[src/rtl/uart_packet_pkg.sv]
// Frame constants, FSM encoding and byte selection shared by the packet transmitter.
// Define UART_PKT_CHECKSUM_EN to add an XOR checksum byte before the tail (7-byte frame).
package uart_packet_pkg;

    localparam logic [7:0] HEAD = 8'hFF;
    localparam logic [7:0] TAIL = 8'hFF;
`ifdef UART_PKT_CHECKSUM_EN
    localparam int FRAME_LEN = 7;
`else
    localparam int FRAME_LEN = 6;
`endif
    localparam int BYTE_CNT_W = 3;

    typedef enum logic [1:0] {
        IDLE,
        LOAD,
        SEND,
        DONE
    } state_t;

    typedef struct packed {
        logic [4:0] location;
        logic [3:0] shape;
        logic [3:0] color;
        logic [3:0] angle;
    } fields_t;

    function automatic logic [7:0] frame_byte(input logic [BYTE_CNT_W-1:0] idx, input fields_t f);
        logic [7:0] b;
        case (idx)
            3'd0:    b = HEAD;
            3'd1:    b = {3'b000, f.location};
            3'd2:    b = {4'b0000, f.shape};
            3'd3:    b = {4'b0000, f.color};
            3'd4:    b = {4'b0000, f.angle};
`ifdef UART_PKT_CHECKSUM_EN
            3'd5:    b = {3'b000, f.location ^ {1'b0, f.shape} ^ {1'b0, f.color} ^ {1'b0, f.angle}};
`endif
            default: b = TAIL;
        endcase
        return b;
    endfunction

endpackage

[src/rtl/uart_packet_tx_byte.sv]
// 8N1 byte serializer: start bit on the edge after tx_start, each bit BAUD_DIV cycles.
// No backpressure: tx_start is honoured only while idle; BAUD_DIV must be at least 2.
module uart_byte_tx #(
    parameter int BAUD_DIV = 434
) (
    input  logic       sys_clk,
    input  logic       sys_rst,
    input  logic       tx_start,
    input  logic [7:0] tx_data,
    output logic       tx,
    output logic       tx_busy,
    output logic       tx_byte_done
);
    localparam int CNT_W = (BAUD_DIV > 1) ? $clog2(BAUD_DIV) : 1;
    localparam logic [CNT_W-1:0] BAUD_LAST = CNT_W'(BAUD_DIV - 1);
    localparam logic [CNT_W-1:0] BAUD_WARN = CNT_W'(BAUD_DIV - 2);

    logic [CNT_W-1:0] baud_cnt;
    logic [3:0]       bit_idx;
    logic [7:0]       shreg;

    always_ff @(posedge sys_clk) begin
        if (sys_rst) begin
            tx       <= 1'b1;
            tx_busy  <= 1'b0;
            baud_cnt <= '0;
            bit_idx  <= '0;
            shreg    <= '0;
        end else if (!tx_busy) begin
            if (tx_start) begin
                shreg    <= tx_data;
                tx       <= 1'b0;
                tx_busy  <= 1'b1;
                baud_cnt <= '0;
                bit_idx  <= '0;
            end
        end else if (baud_cnt == BAUD_LAST) begin
            baud_cnt <= '0;
            if (bit_idx == 4'd9) begin
                tx_busy <= 1'b0;
                tx      <= 1'b1;
            end else begin
                bit_idx <= bit_idx + 4'd1;
                tx      <= (bit_idx < 4'd8) ? shreg[bit_idx[2:0]] : 1'b1;
            end
        end else begin
            baud_cnt <= baud_cnt + 1'b1;
        end
    end

    // Fires two cycles before the stop bit ends, so the next start bit can follow one idle cycle.
    assign tx_byte_done = tx_busy && (bit_idx == 4'd9) && (baud_cnt == BAUD_WARN);

endmodule

[src/rtl/uart_packet_tx.sv]
// Captures one object record and sends it as a HEAD/fields/TAIL UART frame; first start bit 2 cycles after accept.
// pkt_ready is high only while idle; requests arriving during a frame are dropped, not queued.
module uart_packet_tx
    import uart_packet_pkg::*;
#(
    parameter int CLK_FREQ = 50_000_000,
    parameter int BAUD     = 115200
) (
    input  logic       sys_clk,
    input  logic       sys_rst,
    input  logic       pkt_valid,
    output logic       pkt_ready,
    input  logic [4:0] location,
    input  logic [3:0] shape,
    input  logic [3:0] color,
    input  logic [3:0] angle,
    output logic       uart_tx,
    output logic       tx_done
);
    localparam int BAUD_DIV = CLK_FREQ / BAUD;
    localparam logic [BYTE_CNT_W-1:0] LAST_BYTE = BYTE_CNT_W'(FRAME_LEN - 1);

    state_t                  state;
    fields_t                 fld;
    logic [BYTE_CNT_W-1:0]   byte_cnt;
    logic                    tx_start;
    logic [7:0]              tx_data;
    logic                    tx_busy;
    logic                    byte_done;

    always_ff @(posedge sys_clk) begin
        if (sys_rst) begin
            state     <= IDLE;
            fld       <= '0;
            byte_cnt  <= '0;
            tx_start  <= 1'b0;
            tx_data   <= '0;
            pkt_ready <= 1'b0;
            tx_done   <= 1'b0;
        end else begin
            tx_start <= 1'b0;
            tx_done  <= 1'b0;
            case (state)
                IDLE: begin
                    if (pkt_valid && pkt_ready) begin
                        fld       <= {location, shape, color, angle};
                        byte_cnt  <= '0;
                        pkt_ready <= 1'b0;
                        state     <= LOAD;
                    end else begin
                        pkt_ready <= 1'b1;
                    end
                end
                LOAD: begin
                    tx_data  <= frame_byte(byte_cnt, fld);
                    tx_start <= 1'b1;
                    state    <= SEND;
                end
                SEND: begin
                    if (byte_done) begin
                        if (byte_cnt == LAST_BYTE) begin
                            state <= DONE;
                        end else begin
                            byte_cnt <= byte_cnt + 1'b1;
                            state    <= LOAD;
                        end
                    end
                end
                DONE: begin
                    // Serializer still busy means the final stop bit is just completing.
                    if (tx_busy) begin
                        tx_done <= 1'b1;
                    end else begin
                        pkt_ready <= 1'b1;
                        state     <= IDLE;
                    end
                end
            endcase
        end
    end

    uart_byte_tx #(
        .BAUD_DIV(BAUD_DIV)
    ) u_byte_tx (
        .sys_clk     (sys_clk),
        .sys_rst     (sys_rst),
        .tx_start    (tx_start),
        .tx_data     (tx_data),
        .tx          (uart_tx),
        .tx_busy     (tx_busy),
        .tx_byte_done(byte_done)
    );

endmodule
[config.mk]
export PLATFORM = sky130hd
export DESIGN_NAME = uart_packet_tx
export DESIGN_NICKNAME = d
export VERILOG_FILES = /design/src/rtl/uart_packet_pkg.sv /design/src/rtl/uart_packet_tx_byte.sv /design/src/rtl/uart_packet_tx.sv
export SDC_FILE = /design/constraint.sdc
export NUM_CORES = 1
export LEC_CHECK = 0
export BUFFER_PORTS_ARGS = -buffer_cell sky130_fd_sc_hd__buf_2
export CAP_MARGIN = 0
export CORE_MARGIN = 4
export CORE_UTILIZATION = 52
export CTS_CLUSTER_SIZE = 40
export DETAILED_ROUTE_END_ITERATION = 8
export PLACE_DENSITY = 0.72
export SLEW_MARGIN = 0
export SYNTH_ARGS = -nofsm -noshare
export SYNTH_HDL_FRONTEND = slang
export SYNTH_SLANG_ARGS = --single-unit
[constraint.sdc]
create_clock -name sys_clk -period 1.5 [get_ports sys_clk]
set_input_delay 0.375 -clock sys_clk [delete_from_list [all_inputs] [get_ports sys_clk]]
set_output_delay 0.375 -clock sys_clk [all_outputs]
set_load 0.05 [all_outputs]
After elaboration in Yosys (flattened, before gate mapping)
Index checks and enable logic that the tools add are counted.
W data, S select, Z words.
{ "word_totals": {"regBits": 56, "inputBits": 20, "elab_cells": 87, "output_inout_bits": 3} }
{ "op_classes": {"addsub": 3, "muxes": 33, "n_reduce_logical": 15, "eq_ne": 17, "n_lt_le_gt_ge": 2, "bitwise": 2} }
{ "op_table": {"columns": ["cell", "n"], "rows": [
  ["$pmux W8 S4", 1],
  ["$mux W9", 3],
  ["$eq A9 B9 Y1 const B", 2],
  ["$mux W4", 4],
  ["$mux W1", 14],
  ["$ne A2 B2 Y1 const B", 6],
  ["$add A9 B1 Y9 const B", 1],
  ["$mux W3", 3],
  ["$mux W2", 4],
  ["$pmux W2 S4", 1],
  ["$reduce_and A2 Y1", 4],
  ["$eq A3 B2 Y1 const B", 2],
  ["$eq A3 B3 Y1 const B", 2],
  ["$pmux W3 S2", 1],
  ["$reduce_and A3 Y1", 2],
  ["$reduce_bool A2 Y1", 3],
  ["$add A4 B1 Y4 const B", 1],
  ["$eq A2 B2 Y1 const B", 2],
  ["$eq A4 B4 Y1 const B", 1],
  ["$lt A3 B4 Y1 const B", 1],
  ["$lt A4 B4 Y1 const B", 1],
  ["$reduce_and A4 Y1", 1],
  ["$add A3 B1 Y3 const B", 1],
  ["$bmux W1 S3", 1],
  ["other kinds (7)", 10]
]} }

Depth between registers and ports, before layout
Gate-level depths: netlist of run 1.
{ "depth": {"word_depth": 6, "mapped_depth": 7, "mapped_depth_nobuf": 6} }

Cells and area by module
From an unflattened synthesis of run 1, not the netlist that was laid out.
{ "unflattened": {"hier_cells": 295, "hier_area_um2": 2612.5} }
{ "by_module_without_submodules": {"columns": ["module", "n_inst", "cells_each", "area_per_inst_um2", "seq_area_each_um2"], "rows": [
  ["uart_packet_tx", 1, 162, 1440.1, 620.6],
  ["uart_byte_tx", 1, 133, 1172.4, 460.4]
]} }

Worst setup path after synthesis of run 1
No wires, ideal clock.
{ "synth_timing": {"path_kind": "reg2reg", "from": "reg pkt_ready", "to": "reg byte_cnt[0]", "t_arrival_ns": 1.492, "path_stages_with_launch": 6, "setup_ns": 0.132, "slack_ns": -0.124, "path_cell_list": "dfxtp_1 > nand2_1 > or3_1 > clkbuf_1 > o211ai_1 > a21oi_1"} }
{ "synth_via": {"elab_chain_cells": 3} }
{ "synth_lines": {"columns": ["item", "line", "text"], "rows": [
  ["from (decl)", "uart_packet_tx.sv:12", "output logic pkt_ready,"],
  ["from (signal assigned)", "uart_packet_tx.sv:38", "pkt_ready <= 1'b0;"],
  ["from (signal assigned)", "uart_packet_tx.sv:48", "pkt_ready <= 1'b0;"],
  ["from (signal assigned)", "uart_packet_tx.sv:51", "pkt_ready <= 1'b1;"],
  ["$logic_and A1 B1 Y1", "uart_packet_tx.sv:45", "if (pkt_valid && pkt_ready) begin"],
  ["$ne A2 B2 Y1 (no line)", null, null],
  ["$reduce_and A4 Y1 (no line)", null, null],
  ["to (signal assigned)", "uart_packet_tx.sv:64", "byte_cnt <= byte_cnt + 1'b1;"],
  ["to (decl)", "uart_packet_tx.sv:25", "logic [BYTE_CNT_W-1:0] byte_cnt;"]
]} }
No other way between the ends.
A chain may end at the register's enable or synchronous reset.

Worst setup path in the final report of run 1
{ "layout_timing": {"from": "reg u_byte_tx.bit_idx[0]", "to": "reg u_byte_tx.tx"} }
{ "layout_via": {"elab_chain_cells": 6, "elab_cells_between_ends": 8} }
{ "layout_lines": {"columns": ["item", "line", "text"], "rows": [
  ["from (decl)", "uart_packet_tx_byte.sv:19", "logic [3:0] bit_idx;"],
  ["from (signal assigned)", "uart_packet_tx_byte.sv:43", "bit_idx <= bit_idx + 4'd1;"],
  ["$bmux W1 S3", "uart_packet_tx_byte.sv:44", "tx <= (bit_idx < 4'd8) ? shreg[bit_idx[2:0]] : 1'b1;"],
  ["$mux W1 (implied by the code)", "uart_packet_tx_byte.sv:44", null],
  ["$mux W1", "uart_packet_tx_byte.sv:44", null],
  ["$mux W1 (*)", "uart_packet_tx_byte.sv:39", "if (bit_idx == 4'd9) begin"],
  ["$mux W1 (*)", "uart_packet_tx_byte.sv:37", "end else if (baud_cnt == BAUD_LAST) begin"],
  ["$mux W1 (*)", "uart_packet_tx_byte.sv:29", "end else if (!tx_busy) begin"],
  ["to (signal assigned)", "uart_packet_tx_byte.sv:44", null],
  ["to (decl)", "uart_packet_tx_byte.sv:10", "output logic tx,"]
]} }
Mark *: on every way between the ends. The rest lies on a longest branch, timed or not. The select of a mux whose other input is x is not followed.

==> key figures, run 1 <==
Global route
  – Residual overflow from global routing: 0
  – Gr busiest metal: met2
  – Met1 Track Usage GR: 0.235
  – Number of global-route vias before repair: ~2000
  – GR Util All Layers: 0.184
  – GRT met2 Usage: 0.298
  – First-pass GRT wire length: about 8.9 mm
  – Initial antenna violation count: 0
  – Met3 Track Usage GR: 0.0414
  – Largest net degree at the start of global routing: 30

Synthesis
  – Most common cell in the netlist: dfxtp_1
  – Syn_area_per_cell: 8.57 um2
  – Mapped Nets: roughly 310
  – Post-Syn Area: ~0.0024 mm2
  – Top-area cell type share of the netlist area: 0.428
  – Post-synth ARST share: 0
  – Post-synthesis sequential area ratio: 0.428
  – Largest cells by area after synthesis: dfxtp_1, a21oi_1, nand2_1
  – FF+latch count, synth: 52
  – Synthesized instance count: ~280
  – Top FF cell, synth: dfxtp_1
  – Area leader, netlist: dfxtp_1
  – YS warnings: 0
  – Commonest cells post-synth: dfxtp_1, nand2_1, a21oi_1
  – EDFF count, synth: 0
  – Synth cell types: 46

Setup path
  – Worst-path fanout max: 4
  – R2r endpoint: u_byte_tx.tx
  – CP arrival: between 1.5 and 2 ns
  – Reg2reg start: u_byte_tx.bit_idx[0]
  – CP Class: reg2reg
  – Register-to-register path setup slack: between 0.04 and 0.05 ns
  – CP Capture Type: flip-flop
  – FF-to-FF path depth: 4
  – Data required, critical path: roughly 1.7 ns
  – Setup crit start kind: flip-flop

Place
  – Post-DP HPWL: 3.63 mm
  – IO Port Bufs: 22
  – Placed instance count: about 360
  – Setup slack at placement: -0.0460 ns
  – GPL Wtd Cong: between 0.8 and 0.9
  – Placement Cell Area: 0.00270 mm2

Clock network
  – Clk root buf: clkbuf_8
  – Clock latency on the worst-skew pair: slightly above 0.3 ns
  – Clock Tree Buf Depth: 2
  – Hold Buf Count CTS: 0
  – CTS HTree Levels: 2
  – CTS clock-pin slew for the worst setup and hold paths: roughly 0.09 ns
  – Number of buffers created by CTS: 5
  – CTS tree: yes
  – Clock Sinks: 52

STA
  – Min Tclk post-route: 1.45 ns
  – Fin. max-slew vios: 0
  – Final period utilization: 0.969
  – Final worst slack: 0.0466 ns
  – Actual slew at the worst max-slew pin: 0.337 ns
  – Hold slack: 0.293 ns
  – Setup Viol. Count Final: 0
  – Final hold violation count: 0
  – Slew HR: 0.775
  – Setup Skew: about 0.0050 ns
  – Fmax: between 600 and 700 MHz

Floorplanning
  – Initial Util: 0.548
  – Num rows: 24
  – Ports: 23
  – DIE HEIGHT: between 70 and 80 um
  – Chip width: between 70 and 80 um
  – Core area: 0.00444 mm2
  – Die ar.: about 0.0058 mm2

Pwr
  – Worst VDD drop: just under 0.6 mV
  – P per Cell Area: between 900 and 1000 mW/mm2
  – Leak pwr: 0.00109 uW

Layout
  – Fin area: 0.00288 mm2
  – Fillers: between 400 and 500
  – ANT cells: 0
  – Final nets: around 350
  – Post-Layout Cell Count: 373
  – Share of cells above drive strength 1: 0.268
  – Area delta synth->final: 18.2%
  – Final Util: 0.647

Routing
  – Routed wire length: roughly 5.2 mm
  – # DRC: 0
  – Routed Antenna Nets: 0
  – Routed WL per cell: ~14 um
  – Via density: around 5.5
  – Vias: between 2000 and 2500
  – Drt first pass iters: 4
  – Initial DRC count: ~160

Run
  – Max Cap Viol: 0

Min path
  – HP Start: shape[2]
  – Worst hold path class: in2reg
  – Hold endpoint: fld[10]
  – Hold depth: 3

Outcome
  – Status: completed
==> flip-flops by register name, summed over array words and instances (netlist names) <==
| name | cells |
|---|---|
| byte_cnt | 3 |
| fld | 17 |
| pkt_ready | 1 |
| state | 2 |
| tx_data | 6 |
| tx_done | 1 |
| tx_start | 1 |
| u_byte_tx.baud_cnt | 9 |
| u_byte_tx.bit_idx | 4 |
| u_byte_tx.shreg | 6 |
| u_byte_tx.tx | 1 |
| u_byte_tx.tx_busy | 1 |
==> area by class of cell <==
class / count / area, um2 / area share
multi-input combinational: 207 / 1350 / 0.468
sequential: 52 / 1050 / 0.365
timing repair buffer: 47 / 302 / 0.105
clock buffer: 5 / 68.8 / 0.0239
tap: 52 / 65.1 / 0.0226
inverter: 8 / 30.0 / 0.0104
clock inverter: 2 / 12.5 / 0.00435
==> per-layer routing <==
layer | share of wire | wire length (um)
met1 | 0.48 | 2470
met2 | 0.46 | 2400
met3 | 0.038 | 198
met4 | 0.024 | 126
met5 | 0 | 0
==> worst max-delay path by stage <==
| stage | cells past startpoint | slack (ns) | to | startpoint |
|---|---|---|---|---|
| after CTS | 7 | 0.0003 | u_byte_tx.baud_cnt[5] | u_byte_tx.baud_cnt[1] |
| final | 4 | 0.05 | u_byte_tx.tx | u_byte_tx.bit_idx[0] |
| after detailed placement | 5 | -0.05 | byte_cnt[2] | u_byte_tx.bit_idx[0] |
| after global routing | 4 | -0.03 | u_byte_tx.tx | u_byte_tx.bit_idx[0] |
| after global placement | 5 | 0.001 | byte_cnt[2] | u_byte_tx.bit_idx[0] |
| after floorplan | 5 | 0.02 | byte_cnt[2] | u_byte_tx.bit_idx[0] |
==> kinds of logic after synthesis <==
group | Yosys count | share of synthesized area
buffers and inverters | 25 | 0.0463
DFF | 52 | 0.428
AOI/OAI and AO/OA | 76 | 0.195
and+or+nand+nor | 109 | 0.227
adders and majority gates | 10 | 0.0514
xor gates and xnor gates | 3 | 0.0108
muxes | 9 | 0.0422
==> stage by stage <==
stage	setup TNS (ns)	power [uW]
2_1_floorplan	0	1730
3_3_place_gp	0	1830
3_5_place_dp	-0.0835	1840
4_1_cts	0	2620
5_1_grt	-0.0474	2720
6_report	0	2590
==> cell usage in the layout, fill, tap and decap left out, drive strengths merged, types with 8 or more instances in the layout <==
cell type   n
nor3        8
nand2      42
o21ai      12
ha         10
nand3      10
a21oi      32
nor2       21
dfxtp      52
buf        47
mux2i       8
inv         8
==> where the power goes <==
group | internal [uW] | switching [uW]
Combinational | 134 | 191
Clock | 317 | 461
Sequential | 1450 | 42.7
Total | 1900 | 695
==> critical path: stages, from the launching register on <==
cell and delay (ns):
dfxtp_4 0.39, mux4_2 0.51, nor3_2 0.12, a311oi_1 0.06, a211o_1 0.27
==> what timing repair did <==
item                                    in CTS  in global routing
resized for setup                            4                 30
endpoints found under the setup margin       8                 22
pin swaps                                    0                  6
buffers inserted                             1                  1
(Power assumes the default switching activity.)
==> run 2, diff against run 1 <==
--- a/config.mk
+++ b/config.mk
@@ -8,10 +8,11 @@
 export BUFFER_PORTS_ARGS = -buffer_cell sky130_fd_sc_hd__buf_2
 export CAP_MARGIN = 0
 export CORE_MARGIN = 4
-export CORE_UTILIZATION = 52
+export CORE_UTILIZATION = 35
+export CTS_CLUSTER_DIAMETER = 120
 export CTS_CLUSTER_SIZE = 40
 export DETAILED_ROUTE_END_ITERATION = 8
-export PLACE_DENSITY = 0.72
+export PLACE_DENSITY = 0.52
 export SLEW_MARGIN = 0
 export SYNTH_ARGS = -nofsm -noshare
 export SYNTH_HDL_FRONTEND = slang
==> key figures, run 2 (same netlist as run 1, synthesis figures left out) <==
Min path
  – Hold depth: 3 (unchanged)
  – Worst hold path class: in2reg

Routing
  – # DRC: 0 (unchanged)
  – Initial DRC count: 85 (-46%)
  – Routed Antenna Nets: 0 (unchanged)
  – Vias: 2034 (-1.0%)
  – Via density: 5.03 (-8.6%)
  – Routed WL per cell: 13.0 um (-6.7%)
  – Drt first pass iters: 4 (unchanged)
  – Routed wire length: 5.25 mm (+1.1%)

Layout
  – Most common cell after layout, fill and taps aside: dfxtp_1
  – Top Registers: fld: 17 flops, u_byte_tx.baud_cnt: 9 flops
  – ANT cells: 0 (unchanged)
  – Share of cells above drive strength 1: 0.265 (-0.00248)
  – Top reg by flops: fld
  – Most frequent cells in the layout: dfxtp_1, nand2_1, a21oi_1
  – Post-Layout Cell Count: 404 (+8.3%)
  – Area delta synth->final: 21.5%
  – Final nets: 353 (+0.57%)
  – Fin area: 0.00296 mm2 (+2.8%)
  – Max reg flops: 17 (unchanged)
  – Fillers: 675 (+67%)

Global route
  – First-pass GRT wire length: 9.17 mm (+2.8%)
  – Met3 Track Usage GR: 0.0290 (-0.0124)
  – Gr busiest metal: met2
  – Largest net degree at the start of global routing: 21 (-30%)
  – Number of global-route vias before repair: 1940 (-0.97%)
  – GRT met2 Usage: 0.202 (-0.0958)
  – Initial antenna violation count: 0 (unchanged)
  – GR Util All Layers: 0.133 (-0.0516)
  – Met1 Track Usage GR: 0.187 (-0.0486)
  – Residual overflow from global routing: 0 (unchanged)

STA
  – Final period utilization: 0.973 (+0.00425)
  – Fin. max-slew vios: 0 (unchanged)
  – Min Tclk post-route: 1.46 ns (+0.00637 ns)
  – Final hold violation count: 0 (unchanged)
  – Setup TNS: 0 ns (unchanged)
  – Slew HR: 0.767 (-0.00768)
  – Setup Viol. Count Final: 0 (unchanged)
  – RSZ-0062 raised after global routing: yes
  – Fmax: 685 MHz (-0.44%)
  – Setup Skew: 0.00706 ns (+0.00207 ns)
  – Actual slew at the worst max-slew pin: 0.348 ns (+0.0109 ns)

Place
  – Placed instance count: 392 (+7.7%)
  – IO Port Bufs: 22 (unchanged)
  – Post-DP HPWL: 3.88 mm (+6.9%)
  – GPL Wtd Cong: 0.773 (-3.9%)
  – Placement Cell Area: 0.00275 mm2 (+1.8%)

Setup path
  – R2r endpoint: byte_cnt[2]
  – Setup crit start: u_byte_tx.bit_idx[0]
  – CP Capture Type: flip-flop
  – Crit-path max cell delay: 0.39 ns (-0.12 ns)
  – FF-to-FF path depth: 5 (+1)
  – Setup crit start kind: flip-flop
  – Data required, critical path: 1.74 ns (+0.04 ns)
  – Slowest cell on crit path: dfxtp_4
  – CP arrival: 1.70 ns (+0.04 ns)
  – CP Capture Point: byte_cnt[2]
  – CP Class: reg2reg
  – Reg2reg start: u_byte_tx.bit_idx[0]
  – Cell Chain, Critical Path: ha_4, and4b_2, nand4_4, or3_1, a21oi_1
  – Worst-path fanout max: 4 (unchanged)
  – Register-to-register path setup slack: 0.04 ns (about the same)

Clock network
  – CTS HTree Levels: 2 (unchanged)
  – Hold Buf Count CTS: 0 (unchanged)
  – CTS clock-pin slew for the worst setup and hold paths: 0.10 ns (about the same)
  – Clock Tree Buf Depth: 2 (unchanged)
  – CTS tree: yes
  – Clk root buf: clkbuf_8
  – Clock Sinks: 52 (unchanged)
  – Clock latency on the worst-skew pair: 0.31 ns (about the same)
  – Number of buffers created by CTS: 5 (unchanged)

Floorplanning
  – Ports: 23 (unchanged)
  – DIE HEIGHT: 91.4 um (+20%)
  – Die ar.: 0.00835 mm2 (+43%)
  – Initial Util: 0.360 (-0.187)
  – Num rows: 30 (+25%)
  – Chip width: 91.4 um (+20%)
  – Core area: 0.00676 mm2 (+52%)

Pwr
  – Final Power: 2660 uW (+2.5%)
  – P per Cell Area: 898 mW/mm2 (-0.31%)
  – Leak pwr: 0.00111 uW (+2.2%)
  – Worst VDD drop: 0.476 mV (-20%)

Run
  – Max Cap Viol: 0 (unchanged)

Outcome
  – Status: completed
## run 2: changes by cell type in the layout (fill, tap and decap cells not counted), moves of 2 or more
cell / change
o21ai_0: +4
o21ai_1: -3
ha_2: -2
ha_4: +2
## run 2: cell type report
class                      instances  area [um2]  share of cell area
clock buffer                       5        68.8              0.0233
clock inverter                     3        22.5             0.00761
inverter                           8        30.0              0.0102
multi-input combinational        207        1360               0.459
sequential                        52        1050               0.355
tap                               80         100              0.0338
timing repair buffer              49         329               0.111
## run 2: power breakdown
part	switching (uW)	internal [uW]
clock network	495	336
registers	45.2	1450
logic	186	148
## run 2: repair_timing
action	CTS	global route
pin swaps	0	6
buffers inserted	0	4
setup endpoints to repair	8	22
resized for setup	4	25
## run 2: worst min-delay path by stage
| stage | start | endpoint |
|---|---|---|
| floorplan | fld[10] | fld[10] |
| global route | location[3] | fld[15] |
| detailed placement | fld[9] | fld[9] |
| finish | location[0] | fld[12] |
| global placement | fld[6] | fld[6] |
| CTS | location[3] | fld[15] |
## run 2: layer usage
layer | share of wire | vias to the layer above
met5 | 0 | -
met1 | 0.52 | 917
met3 | 0.031 | 6
met4 | 0.012 | 0
met2 | 0.44 | 26
li1 | - | 1085
## run 2: per-stage QoR
stage | setup slack, ns | hold slack (ns) | util
finish | 0.0402 | 0.287 | 0.438
global route | -0.0404 | 0.278 | 0.438
CTS | 0.00446 | 0.273 | 0.421
detailed placement | -0.0652 | 0.450 | 0.407
global placement | -0.0368 | 0.444 | 0.407
floorplan | 0.0160 | 0.436 | -
## run 2: critical path, delay by kind of cell (launching register included)
| family | cells | cell delay [ns] |
|---|---|---|
| flops | 1 | 0.39 |
| compound gates | 1 | 0.12 |
| fa+ha+maj | 1 | 0.13 |
| simple gates | 3 | 0.76 |
